<file path="src/rtl/fetch_ctrl_pkg.sv">
// Shared types and constants for the instruction fetch controller and its
// response buffer.
package fetch_ctrl_pkg;

  localparam logic [31:0] DEFAULT_NOP_INSTR = 32'h0000_0013;

  typedef enum logic [0:0] {
    FETCH_IDLE = 1'b0,
    FETCH_RUN  = 1'b1
  } fetch_state_e;

  typedef struct packed {
    logic [31:0] pc;
    logic [31:0] instr;
  } fetch_entry_t;

  // Byte address to instruction ROM word index (4 KiB window, wraps freely).
  function automatic logic [9:0] word_index(input logic [31:0] addr);
    return addr[11:2];
  endfunction

endpackage

</file>
<file path="src/rtl/fetch_ctrl_if.sv">
// Decode-side handshake between the fetch controller (master) and decode (slave).
interface fetch_ctrl_if;

  logic        out_valid;
  logic        out_ready;
  logic [31:0] out_pc;
  logic [31:0] out_instr;

  modport master (output out_valid, output out_pc, output out_instr, input out_ready);
  modport slave  (input out_valid, input out_pc, input out_instr, output out_ready);

endinterface

</file>
<file path="src/rtl/fetch_ctrl_fifo.sv">
// Two-entry response buffer between the ROM pipeline and decode; flush empties
// it in one edge and push/pop together at full occupancy is legal.
module fetch_fifo
  import fetch_ctrl_pkg::*;
(
  input  logic         clk,
  input  logic         rst_n,
  input  logic         flush,
  input  logic         push,
  input  fetch_entry_t push_entry,
  input  logic         pop,
  output logic [1:0]   count,
  output fetch_entry_t head
);

  fetch_entry_t mem_r [2];
  logic         rd_ptr_r;
  logic         wr_ptr_r;
  logic [1:0]   count_r;
  logic         do_push_s;
  logic         do_pop_s;

  // Qualify requests against current occupancy so the buffer cannot over/underflow.
  always_comb begin
    do_pop_s  = pop && (count_r != 2'd0);
    do_push_s = push && ((count_r != 2'd2) || do_pop_s);
  end

  // Pointer and occupancy state.
  always_ff @(posedge clk) begin
    if (!rst_n) begin
      rd_ptr_r <= 1'b0;
      wr_ptr_r <= 1'b0;
      count_r  <= 2'd0;
    end else if (flush) begin
      rd_ptr_r <= 1'b0;
      wr_ptr_r <= 1'b0;
      count_r  <= 2'd0;
    end else begin
      if (do_push_s) wr_ptr_r <= ~wr_ptr_r;
      if (do_pop_s)  rd_ptr_r <= ~rd_ptr_r;
      count_r <= count_r + {1'b0, do_push_s} - {1'b0, do_pop_s};
    end
  end

  // Entry storage.
  always_ff @(posedge clk) begin
    if (!rst_n) begin
      mem_r[0] <= '0;
      mem_r[1] <= '0;
    end else if (do_push_s && !flush) begin
      mem_r[wr_ptr_r] <= push_entry;
    end
  end

  assign count = count_r;
  assign head  = mem_r[rd_ptr_r];

endmodule

</file>
<file path="src/rtl/fetch_ctrl.sv">
// Instruction fetch controller: walks pc through a one-cycle-latency ROM and
// buffers responses for decode, with redirect flush and fetch_en throttling.
module fetch_ctrl
  import fetch_ctrl_pkg::*;
#(
  parameter logic [31:0] RESET_PC  = 32'h0000_0000,
  parameter logic [31:0] NOP_INSTR = DEFAULT_NOP_INSTR
) (
  input  logic         clk,
  input  logic         rst_n,
  input  logic         fetch_en,
  input  logic         redirect,
  input  logic [31:0]  redirect_pc,
  output logic [9:0]   rom_addr,
  input  logic [31:0]  rom_instr,
  fetch_ctrl_if.master out
);

  localparam logic [0:0] ST_IDLE = FETCH_IDLE;
  localparam logic [0:0] ST_RUN  = FETCH_RUN;

  logic [0:0]   state_r;
  logic [0:0]   next_state_s;
  logic [31:0]  pc_r;
  logic         inflight_r;
  logic [31:0]  inflight_pc_r;
  logic [1:0]   fifo_count_s;
  fetch_entry_t fifo_head_s;
  fetch_entry_t push_entry_s;
  logic         pop_s;
  logic         push_s;
  logic         issue_s;
  logic [2:0]   occupancy_s;

  // Issue only when the buffer can absorb this response plus the one in flight.
  always_comb begin
    pop_s        = out.out_ready && (fifo_count_s != 2'd0) && !redirect;
    occupancy_s  = {1'b0, fifo_count_s} + {2'b00, inflight_r} - {2'b00, pop_s};
    issue_s      = (state_r == ST_RUN) && fetch_en && !redirect && (occupancy_s <= 3'd1);
    push_s       = inflight_r && !redirect;
    push_entry_s = '{pc: inflight_pc_r, instr: rom_instr};
  end

  // Run/idle follows fetch_en; redirect never changes state.
  always_comb begin
    case (state_r)
      ST_IDLE: next_state_s = fetch_en ? ST_RUN : ST_IDLE;
      ST_RUN:  next_state_s = fetch_en ? ST_RUN : ST_IDLE;
      default: next_state_s = ST_IDLE;
    endcase
  end

  // Fetch pointer, FSM and in-flight tracking.
  always_ff @(posedge clk) begin
    if (!rst_n) begin
      state_r       <= ST_IDLE;
      pc_r          <= RESET_PC;
      inflight_r    <= 1'b0;
      inflight_pc_r <= 32'h0000_0000;
    end else begin
      state_r <= next_state_s;
      if (redirect) begin
        pc_r       <= {redirect_pc[31:2], 2'b00};
        inflight_r <= 1'b0;
      end else if (issue_s) begin
        inflight_r    <= 1'b1;
        inflight_pc_r <= pc_r;
        pc_r          <= pc_r + 32'd4;
      end else begin
        inflight_r <= 1'b0;
      end
    end
  end

  fetch_fifo u_fifo (
    .clk        (clk),
    .rst_n      (rst_n),
    .flush      (redirect),
    .push       (push_s),
    .push_entry (push_entry_s),
    .pop        (pop_s),
    .count      (fifo_count_s),
    .head       (fifo_head_s)
  );

  // Present the buffer head, or a bubble when nothing is held.
  always_comb begin
    if (fifo_count_s != 2'd0) begin
      out.out_valid = 1'b1;
      out.out_pc    = fifo_head_s.pc;
      out.out_instr = fifo_head_s.instr;
    end else begin
      out.out_valid = 1'b0;
      out.out_pc    = 32'h0000_0000;
      out.out_instr = NOP_INSTR;
    end
  end

  assign rom_addr = word_index(pc_r);

endmodule

</file>
<file path="src/flat_wrapper.sv">
// flat-port wrapper written by rule: the top's interface ports become plain ports
module fetch_ctrl_flat import fetch_ctrl_pkg::*;
#(
  parameter logic [31:0] RESET_PC  = 32'h0000_0000,
  parameter logic [31:0] NOP_INSTR = DEFAULT_NOP_INSTR
)
  (clk, rst_n, fetch_en, redirect, redirect_pc, rom_addr, rom_instr, out_out_valid, out_out_pc, out_out_instr, out_out_ready);
  fetch_ctrl_if out_i ();
  input  logic clk;
  input  logic rst_n;
  input  logic fetch_en;
  input  logic redirect;
  input  logic [31:0] redirect_pc;
  output logic [9:0] rom_addr;
  input  logic [31:0] rom_instr;
  output wire logic [$bits(out_i.out_valid)-1:0] out_out_valid;
  output wire logic [$bits(out_i.out_pc)-1:0] out_out_pc;
  output wire logic [$bits(out_i.out_instr)-1:0] out_out_instr;
  input wire logic [$bits(out_i.out_ready)-1:0] out_out_ready;
  assign out_out_valid = out_i.out_valid;
  assign out_out_pc = out_i.out_pc;
  assign out_out_instr = out_i.out_instr;
  assign out_i.out_ready = out_out_ready;
  fetch_ctrl #(.RESET_PC(RESET_PC), .NOP_INSTR(NOP_INSTR)) u_core (.clk(clk), .rst_n(rst_n), .fetch_en(fetch_en), .redirect(redirect), .redirect_pc(redirect_pc), .rom_addr(rom_addr), .rom_instr(rom_instr), .out(out_i));
endmodule
</file>
<file path="config.mk">
export PLATFORM = sky130hd
export DESIGN_NAME = fetch_ctrl_flat
export DESIGN_NICKNAME = d
export VERILOG_FILES = /design/src/rtl/fetch_ctrl_pkg.sv /design/src/rtl/fetch_ctrl_if.sv /design/src/rtl/fetch_ctrl_fifo.sv /design/src/rtl/fetch_ctrl.sv /design/src/flat_wrapper.sv
export SDC_FILE = /design/constraint.sdc
export NUM_CORES = 1
export LEC_CHECK = 0
export BUFFER_PORTS_ARGS = -buffer_cell sky130_fd_sc_hd__buf_2
export CAP_MARGIN = 30
export CORE_MARGIN = 10
export CORE_UTILIZATION = 45
export DETAILED_ROUTE_END_ITERATION = 12
export GPL_TIMING_DRIVEN = 1
export PLACE_DENSITY = 0.66
export SLEW_MARGIN = 30
export SYNTH_ARGS = -nofsm -noshare
export SYNTH_HDL_FRONTEND = slang
export SYNTH_HIERARCHICAL = 1
export SYNTH_SLANG_ARGS = --single-unit
</file>
<file path="constraint.sdc">
create_clock -name clk -period 5.1 [get_ports clk]
set_input_delay 0.255 -clock clk [delete_from_list [all_inputs] [get_ports clk]]
set_output_delay 0.255 -clock clk [all_outputs]
set_load 0.02 [all_outputs]
</file>
==> results.toml, run 1 <==
[clocking]
clk_pin_slew_worst_paths_ps = 70
cts_buffer_depth = 2
cts_buffers = 17
cts.sink_count = 195
cts.hold.buffers_added = 0
cts_setup_buffers = 0
htreeDepth = 4
cts_resized = 0
clock-root-buffer = "clkbuf_16"
clock_latency_ps = 420
cts_tree = "yes"

[pwr]
switchingPower_mw = 0.6968
irDropWorstVdd_uv = 219.5
pwr-share-clk_pct = 41.2
switching_share_pct = 21.43
seqPwrFrac_pct = 54.1
p_per_area_mw_per_mm2 = 300.7
p_leak_nw = 4.388
pwr-share-comb_pct = 4.7
power.internal_mw = 2.555

[grt]
gr-usage-all-layers_pct = 15.47
antenna_found_initial = 0
grt_pass1_wl_um = 33420
grt_pass1_vias = 6256
globalRouteMet3Util_pct = 3.535
grtUsageMet2_pct = 25.11
grt_overflow = 0
grt_max_degree = 67
grtUsageMet1_pct = 20.36
busiest_layer = "met2"

[timing]
fin_setup_tns_ps = 0
worst_pin_slew_ps = 824.3
fin_crit_ps = 3559
whs_ps = 61.42
setup_viol = 0
fin_crit_sh_pct = 69.79
hold_viol = 0
rsz0062_at_grt = "false"
fmax_ghz = 0.2810
clock_skew_ps = 8.933
relSlewSlack_pct = 45.05
drv_slew = 0

[synthesis]
yosys_most_used_dff = "edfxtp_1"
yosys.cell_types.count = 62
synth_edf_count = 128
netlist_instances = 842
ys_ff_latch = 195
synth.cell_area_sq_mm = 0.009434
async_flop_share_pct = 0
synth_top_cell_area_share_pct = 40.74
yosysSeqAreaShare_pct = 54.96
ys_warn_count = 6
synth.largest_area_cell = "edfxtp_1"
syn_avg_cell_area_sq_um = 11.20
yosys-top-cells-area = "edfxtp_1 (41%), dfxtp_1 (14%), and2_1 (12%)"

[placement]
gp_congestion = 0.8176
hpwl_um = 13280
io_buffers = 141

[setup_path]
r2r_end = "u_core/pc_r[7]$_SDFFE_PN0P_"
cp-start-kind = "flip-flop"
max_stage_delay_ps = 470
arrival_ps = 3910
r2r_start = "u_core/u_fifo/count[1]$_SDFF_PP0_"
cp_slowest_cell = "fa_1"
crit_required_ps = 5450
r2r_slack_ps = 1540
reg2reg_depth = 13
end_kind = "flip-flop"
path_cells = "or2_2 -> and3_1 -> ha_1 -> inv_1 -> ha_1 -> inv_1 -> fa_1 -> and4b_1 -> and2_1 -> buf_4 -> o21ai_0 -> a21bo_2 -> a21oi_1"
crit_type = "flip-flop to flip-flop"
crit_fanout = 40

[detailed_routing]
dr.first_iter.drc_count = 404
wl_per_cell_um = 17.00
drtPass1Iterations = 5
drc = 0
ant_nets = 0
finalWirelength_um = 21010
via_per_inst = 5.146
vias = 6360

[die]
fp-row-count = 52
chipHeight_um = 164.8
die_x_um = 164.8
top_level_ports = 144
core_sq_mm = 0.02043
initial_utilization_pct = 46.18
dieArea_sq_mm = 0.02716

[min_path]
holdPathEnd = "u_core/state_r$_SDFF_PN0_"
hold_start = "fetch_en"
worstHoldPathType = "input pin to flip-flop"
holdPathStages = 2

[cells_and_area]
fin_nets = 1028
fillers = 1840
drive_above_1_share_pct = 29.92
area_growth_pct = 14.64
diodes = 0

[run]
drv_cap = 0

[status]
status = "completed"
-- worst max-delay path, delay by kind of cell (launching register included) --
| family | cells | cell delay, ps |
|---|---|---|
| AO/OA/AOI/OAI | 3 | 500 |
| buffers and inverters | 3 | 560 |
| adder cells (fa/ha/maj) | 3 | 880 |
| flip-flops | 1 | 390 |
| AND/OR/NAND/NOR | 4 | 1160 |
-- per-layer routing --
metal / wire length (um) / vias to the layer above / part of all wire, %
met5: 0 / - / 0
li1: - / 3130 / -
met1: 9726 / 3036 / 46
met3: 1294 / 17 / 6.2
met2: 9796 / 177 / 47
met4: 188 / 0 / 0.89
-- cell usage in the layout (no fill, tap or decap), drive strengths merged, types with 3 or more instances in the layout --
master  netlist  layout
a21oi        58      58
a22oi         5       5
a31oi         6       6
a32oi         3       3
and2        197     197
and3         13      13
and4          3       3
buf          37     152
clkbuf       25      21
clkinv        0       5
conb          1       4
dfxtp        67      67
edfxtp      128     128
ha            5       5
inv          12      14
mux2         67      67
nand2        90      90
nand2b        6       6
nand3        15      15
nand4        10      10
nor2         20      20
nor3          7       7
nor4          6       6
o211ai        4       4
o21a          3       3
o21ai        17      17
o22ai         3       3
xnor2         6       6
xor2          3       3
-- stage by stage --
step	cell area, sq um	worst slack (ps)	power, mW	util (%)	cells
after floorplan	9445	1487	1.883	-	845
after global placement	10190	1197	1.944	49.89	1203
after detailed placement	10200	1338	1.947	49.91	1203
after CTS	10800	1567	3.283	52.84	1235
after global routing	10820	1304	3.369	52.94	1236
final	10820	1541	3.252	52.94	1236
-- sequential cells by signal, indices dropped and copies added, names as in the netlist, named ones only --
register and flops:
u_core/u_fifo/count 2, u_core/pc_r 30, u_core/u_fifo/wr_ptr_r 1, u_core/state_r 1
u_core/u_fifo/mem_r 128, u_core/inflight_r 1, u_core/inflight_pc_r 30, u_core/u_fifo/rd_ptr_r 1
-- cells in the mapped netlist (all sizes together) (6+ instances only) --
| cell type | instances |
|---|---|
| nand2b | 6 |
| nand2 | 90 |
| clkbuf | 25 |
| nor3 | 7 |
| nor4 | 6 |
| mux2 | 67 |
| o21ai | 17 |
| nor2 | 20 |
| nand4 | 10 |
| a21oi | 58 |
| edfxtp | 128 |
| and2 | 197 |
| dfxtp | 67 |
| inv | 12 |
| buf | 37 |
| and3 | 13 |
| nand3 | 15 |
| a31oi | 6 |
| xnor2 | 6 |
-- worst max path at each step --
stage,from,endpoint,slack [ps],depth (start not counted)
2_1_floorplan,u_core/u_fifo/count[1]$_SDFF_PP0_,u_core/u_fifo/mem_r[0][0]$_SDFFCE_PN0P_,1490,7
3_3_place_gp,redirect,u_core/pc_r[29]$_SDFFE_PN0P_,1200,13
3_5_place_dp,redirect,u_core/pc_r[26]$_SDFFE_PN0P_,1340,13
4_1_cts,u_core/u_fifo/count[1]$_SDFF_PP0_,u_core/pc_r[7]$_SDFFE_PN0P_,1570,13
5_1_grt,u_core/u_fifo/count[1]$_SDFF_PP0_,u_core/pc_r[7]$_SDFFE_PN0P_,1300,13
6_report,u_core/u_fifo/count[1]$_SDFF_PP0_,u_core/pc_r[7]$_SDFFE_PN0P_,1540,13
-- power groups by stage --
stage	logic, mW	registers (mW)	clock network, mW
after global placement	0.151	1.79	0
after floorplan	0.0979	1.79	0
after CTS	0.155	1.76	1.37
final	0.154	1.76	1.34
after global routing	0.172	1.76	1.43
after detailed placement	0.154	1.79	0
-- kinds of logic after synthesis --
group	share of synthesized area, %
xor+xnor	0.8356
other cells	0.03975
compound gates	6.897
simple gates	23.55
mux	8.103
buf+inv	4.735
flops	54.96
fa+ha+maj	0.8753
-- area by class of cell --
class,count,area (sq um),share of cell area [%]
clock buffer,21,471.7,4.361
clock inverter,11,126.4,1.168
inverter,12,45.04,0.4165
multi-input combinational,575,3832,35.43
sequential,195,5189,47.98
tap,270,337.8,3.124
timing repair buffer,152,813.3,7.520
No activity file was read; power rests on OpenSTA's default activity.
==> run 2, diff against run 1 <==
--- a/config.mk
+++ b/config.mk
@@ -5,13 +5,14 @@
 export SDC_FILE = /design/constraint.sdc
 export NUM_CORES = 1
 export LEC_CHECK = 0
+export ABC_AREA = 1
 export BUFFER_PORTS_ARGS = -buffer_cell sky130_fd_sc_hd__buf_2
 export CAP_MARGIN = 30
 export CORE_MARGIN = 10
 export CORE_UTILIZATION = 45
 export DETAILED_ROUTE_END_ITERATION = 12
 export GPL_TIMING_DRIVEN = 1
-export PLACE_DENSITY = 0.66
+export PLACE_DENSITY = 0.65
 export SLEW_MARGIN = 30
 export SYNTH_ARGS = -nofsm -noshare
 export SYNTH_HDL_FRONTEND = slang
==> constraint.sdc (replaced) <==
create_clock -name clk -period 3.35 [get_ports clk]
set_input_delay 0.1675 -clock clk [delete_from_list [all_inputs] [get_ports clk]]
set_output_delay 0.1675 -clock clk [all_outputs]
set_load 0.02 [all_outputs]
==> run 2 against run 1 <==
- global-route usage up 0.73 points
- clock-buffer cell count rose by 2
- via count is 15% higher
- synthesized cell count up 34%
- sequential power grew 53%
- die area up 4.0%
- area after synthesis up 4.6%
- cell count up 25%
- clock skew barely moved
- largest power group unchanged
==> results.toml, run 2 <==
[status]
status = "completed"

[clocking]
cts.sink_count = 195
clk_pin_slew_worst_paths_ps = 70
cts_setup_buffers = 0
clock-root-buffer = "clkbuf_16"
htreeDepth = 4
clock_latency_ps = 440
cts_buffers = 17
cts_tree = "yes"
cts_buffer_depth = 2

[timing]
worst_pin_slew_ps = 961.8
fin_setup_tns_ps = 0
drv_slew = 0
fin_crit_sh_pct = 87.58
fin_crit_ps = 2934
setup_viol = 0
relSlewSlack_pct = 35.88
clock_skew_ps = 8.864
fmax_ghz = 0.3409
hold_viol = 0
rsz0062_at_grt = "false"

[setup_path]
cp_slowest_cell = "dfxtp_1"
cpMostUsedCell = "inv_1"
path_cells = "nor2_4 -> nor2_1 -> ha_1 -> inv_1 -> ha_1 -> inv_1 -> fa_1 -> nand2_1 -> nor2_2 -> nand2_2 -> buf_4 -> nor2_1 -> nand3_1 -> nand3b_1 -> nand2_1 -> inv_1"
crit_required_ps = 3740
end_kind = "flip-flop"
crit_type = "flip-flop to flip-flop"
arrival_ps = 3320
max_stage_delay_ps = 530
cp-start-kind = "flip-flop"
crit_fanout = 29

[synthesis]
synth_edf_count = 128
netlist_instances = 1130
syn_avg_cell_area_sq_um = 8.730
ys_ff_latch = 195
async_flop_share_pct = 0
synth.most_common_cell = "nor2_1"
yosys-top-cells-area = "edfxtp_1 (39%), dfxtp_1 (14%), nor2_1 (8.8%)"
synth.largest_area_cell = "edfxtp_1"
ys_warn_count = 6
synth_top_cell_area_share_pct = 38.96
synth_common_cells = "nor2_1 (232), inv_1 (203), nand2_1 (154)"
yosys.cell_types.count = 33
synth.cell_area_sq_mm = 0.009864
yosys_most_used_dff = "edfxtp_1"
yosysSeqAreaShare_pct = 52.56

[detailed_routing]
dr.first_iter.drc_count = 445
via_per_inst = 4.742
vias = 7322
finalWirelength_um = 22560
wl_per_cell_um = 14.61
drtPass1Iterations = 4
ant_nets = 0
drc = 0

[cells_and_area]
largest-register = "u_core/u_fifo/mem_r"
fin_nets = 1326
diodes = 0
area_growth_pct = 14.95
reg_top3 = "u_core/u_fifo/mem_r x128, u_core/inflight_pc_r x30, u_core/pc_r x30"
drive_above_1_share_pct = 25.71
largest_reg_flops = 128
fillers = 2082
multiInputGateArea_sq_mm = 0.003570
final_area_sq_mm = 0.01134
seq_area_sq_mm = 0.005186
final_cell_mix = "nor2_1 (231), inv_1 (203), nand2_1 (151), buf_2 (141), edfxtp_1 (128)"
final_common_cell = "nor2_1"

[grt]
antenna_found_initial = 0
grt_pass1_wl_um = 37450
gr-usage-all-layers_pct = 16.21
grt_pass1_vias = 7414
grt_overflow = 0
grt_max_degree = 66

[pwr]
irDropWorstVdd_uv = 336.7
finalPower_mw = 4.988
p_per_area_mw_per_mm2 = 439.9
p_leak_nw = 4.920

[run]
drv_cap = 0

[die]
fp-row-count = 54
chipHeight_um = 168.1
top_level_ports = 144
die_x_um = 168.1
core_sq_mm = 0.02169
initial_utilization_pct = 45.48
dieArea_sq_mm = 0.02824

[placement]
dpl_cell_area_sq_mm = 0.01074
io_buffers = 141
gp_congestion = 0.8835
hpwl_um = 14890

[min_path]
worstHoldPathType = "input pin to flip-flop"
==> run 2: cell types whose count changed in the layout (fill, tap and decap cells not counted), sizes merged, moves of 18 or more <==
cell,before,now
nand2,90,158
a21oi,58,25
and2,197,2
o21ai,17,35
nor2,20,290
nand3,15,53
inv,14,211
==> run 2: routing by layer <==
| layer | global-route usage (%) | wire length [um] | vias to the layer above |
|---|---|---|---|
| li1 | - | - | 3746 |
| met1 | 20.58 | 10410 | 3362 |
| met2 | 26.46 | 10360 | 189 |
| met3 | 4.517 | 1487 | 25 |
| met4 | 4.580 | 293 | 0 |
| met5 | 0 | 0 | - |
==> run 2: final timing paths <==
kind / start / cells after the start / slack (ps) / endpoint
setup / recovery: u_core/u_fifo/count[1]$_SDFF_PP0_ / 16 / 420 / u_core/pc_r[24]$_SDFFE_PN0P_
hold / removal: redirect_pc[17] / 5 / 20 / u_core/pc_r[17]$_SDFFE_PN0P_
setup reg to reg: u_core/u_fifo/count[1]$_SDFF_PP0_ / 16 / 420 / u_core/pc_r[24]$_SDFFE_PN0P_
hold reg to reg: u_core/inflight_pc_r[2]$_SDFFE_PN0P_ / 2 / 490 / u_core/inflight_pc_r[2]$_SDFFE_PN0P_
==> run 2: cell families (layout without fill, tap and decap cells) <==
logic type / after synthesis / in the layout / share of synthesized area, %
flops: 195 / 195 / 52.56
buf+inv: 265 / 398 / 11.69
xor+xnor: 8 / 8 / 0.7103
compound gates: 68 / 68 / 3.627
simple gates: 523 / 523 / 23.22
other cells: 1 / 2 / 0.03802
fa+ha+maj: 6 / 6 / 0.8371
mux: 64 / 64 / 7.306
==> run 2: power breakdown <==
part	switching (mW)	internal, mW
combinational	0.199	0.121
clock	0.905	1.08
sequential	0.0467	2.64
total	1.15	3.84
==> run 2: stage by stage <==
stage / setup WS, ps / hold WS [ps] / cells / util (%)
after floorplan: 102.0 / 261.0 / 1131 / -
after global placement: 438.9 / 405.0 / 1509 / 49.52
after detailed placement: 374.4 / 414.9 / 1509 / 49.52
after CTS: 322.5 / 1.301 / 1544 / 52.26
after global routing: 45.22 / 24.47 / 1544 / 52.28
final: 416.2 / 19.92 / 1544 / 52.28
==> run 2: layout make-up <==
cell class / instances / share of cell area, %
Tap cell: 280 / 3.089
Multi-Input combinational cell: 671 / 31.48
Inverter: 206 / 6.819
Sequential cell: 195 / 45.74
Clock inverter: 9 / 0.8386
Timing Repair Buffer: 160 / 7.911
Clock buffer: 23 / 4.127
==> run 2: worst max-delay path, delay by kind of cell (launching register included) <==
family | cells | cell delay, ps
buf+inv | 4 | 420
fa+ha+maj | 3 | 900
flops | 1 | 530
simple gates | 9 | 1030
==> run 2: repair_timing <==
action,4_1_cts,5_1_grt
setup endpoints to repair,0,2
gates resized for setup,0,1
hold buffers,3,0
endpoints found under the hold margin,3,0
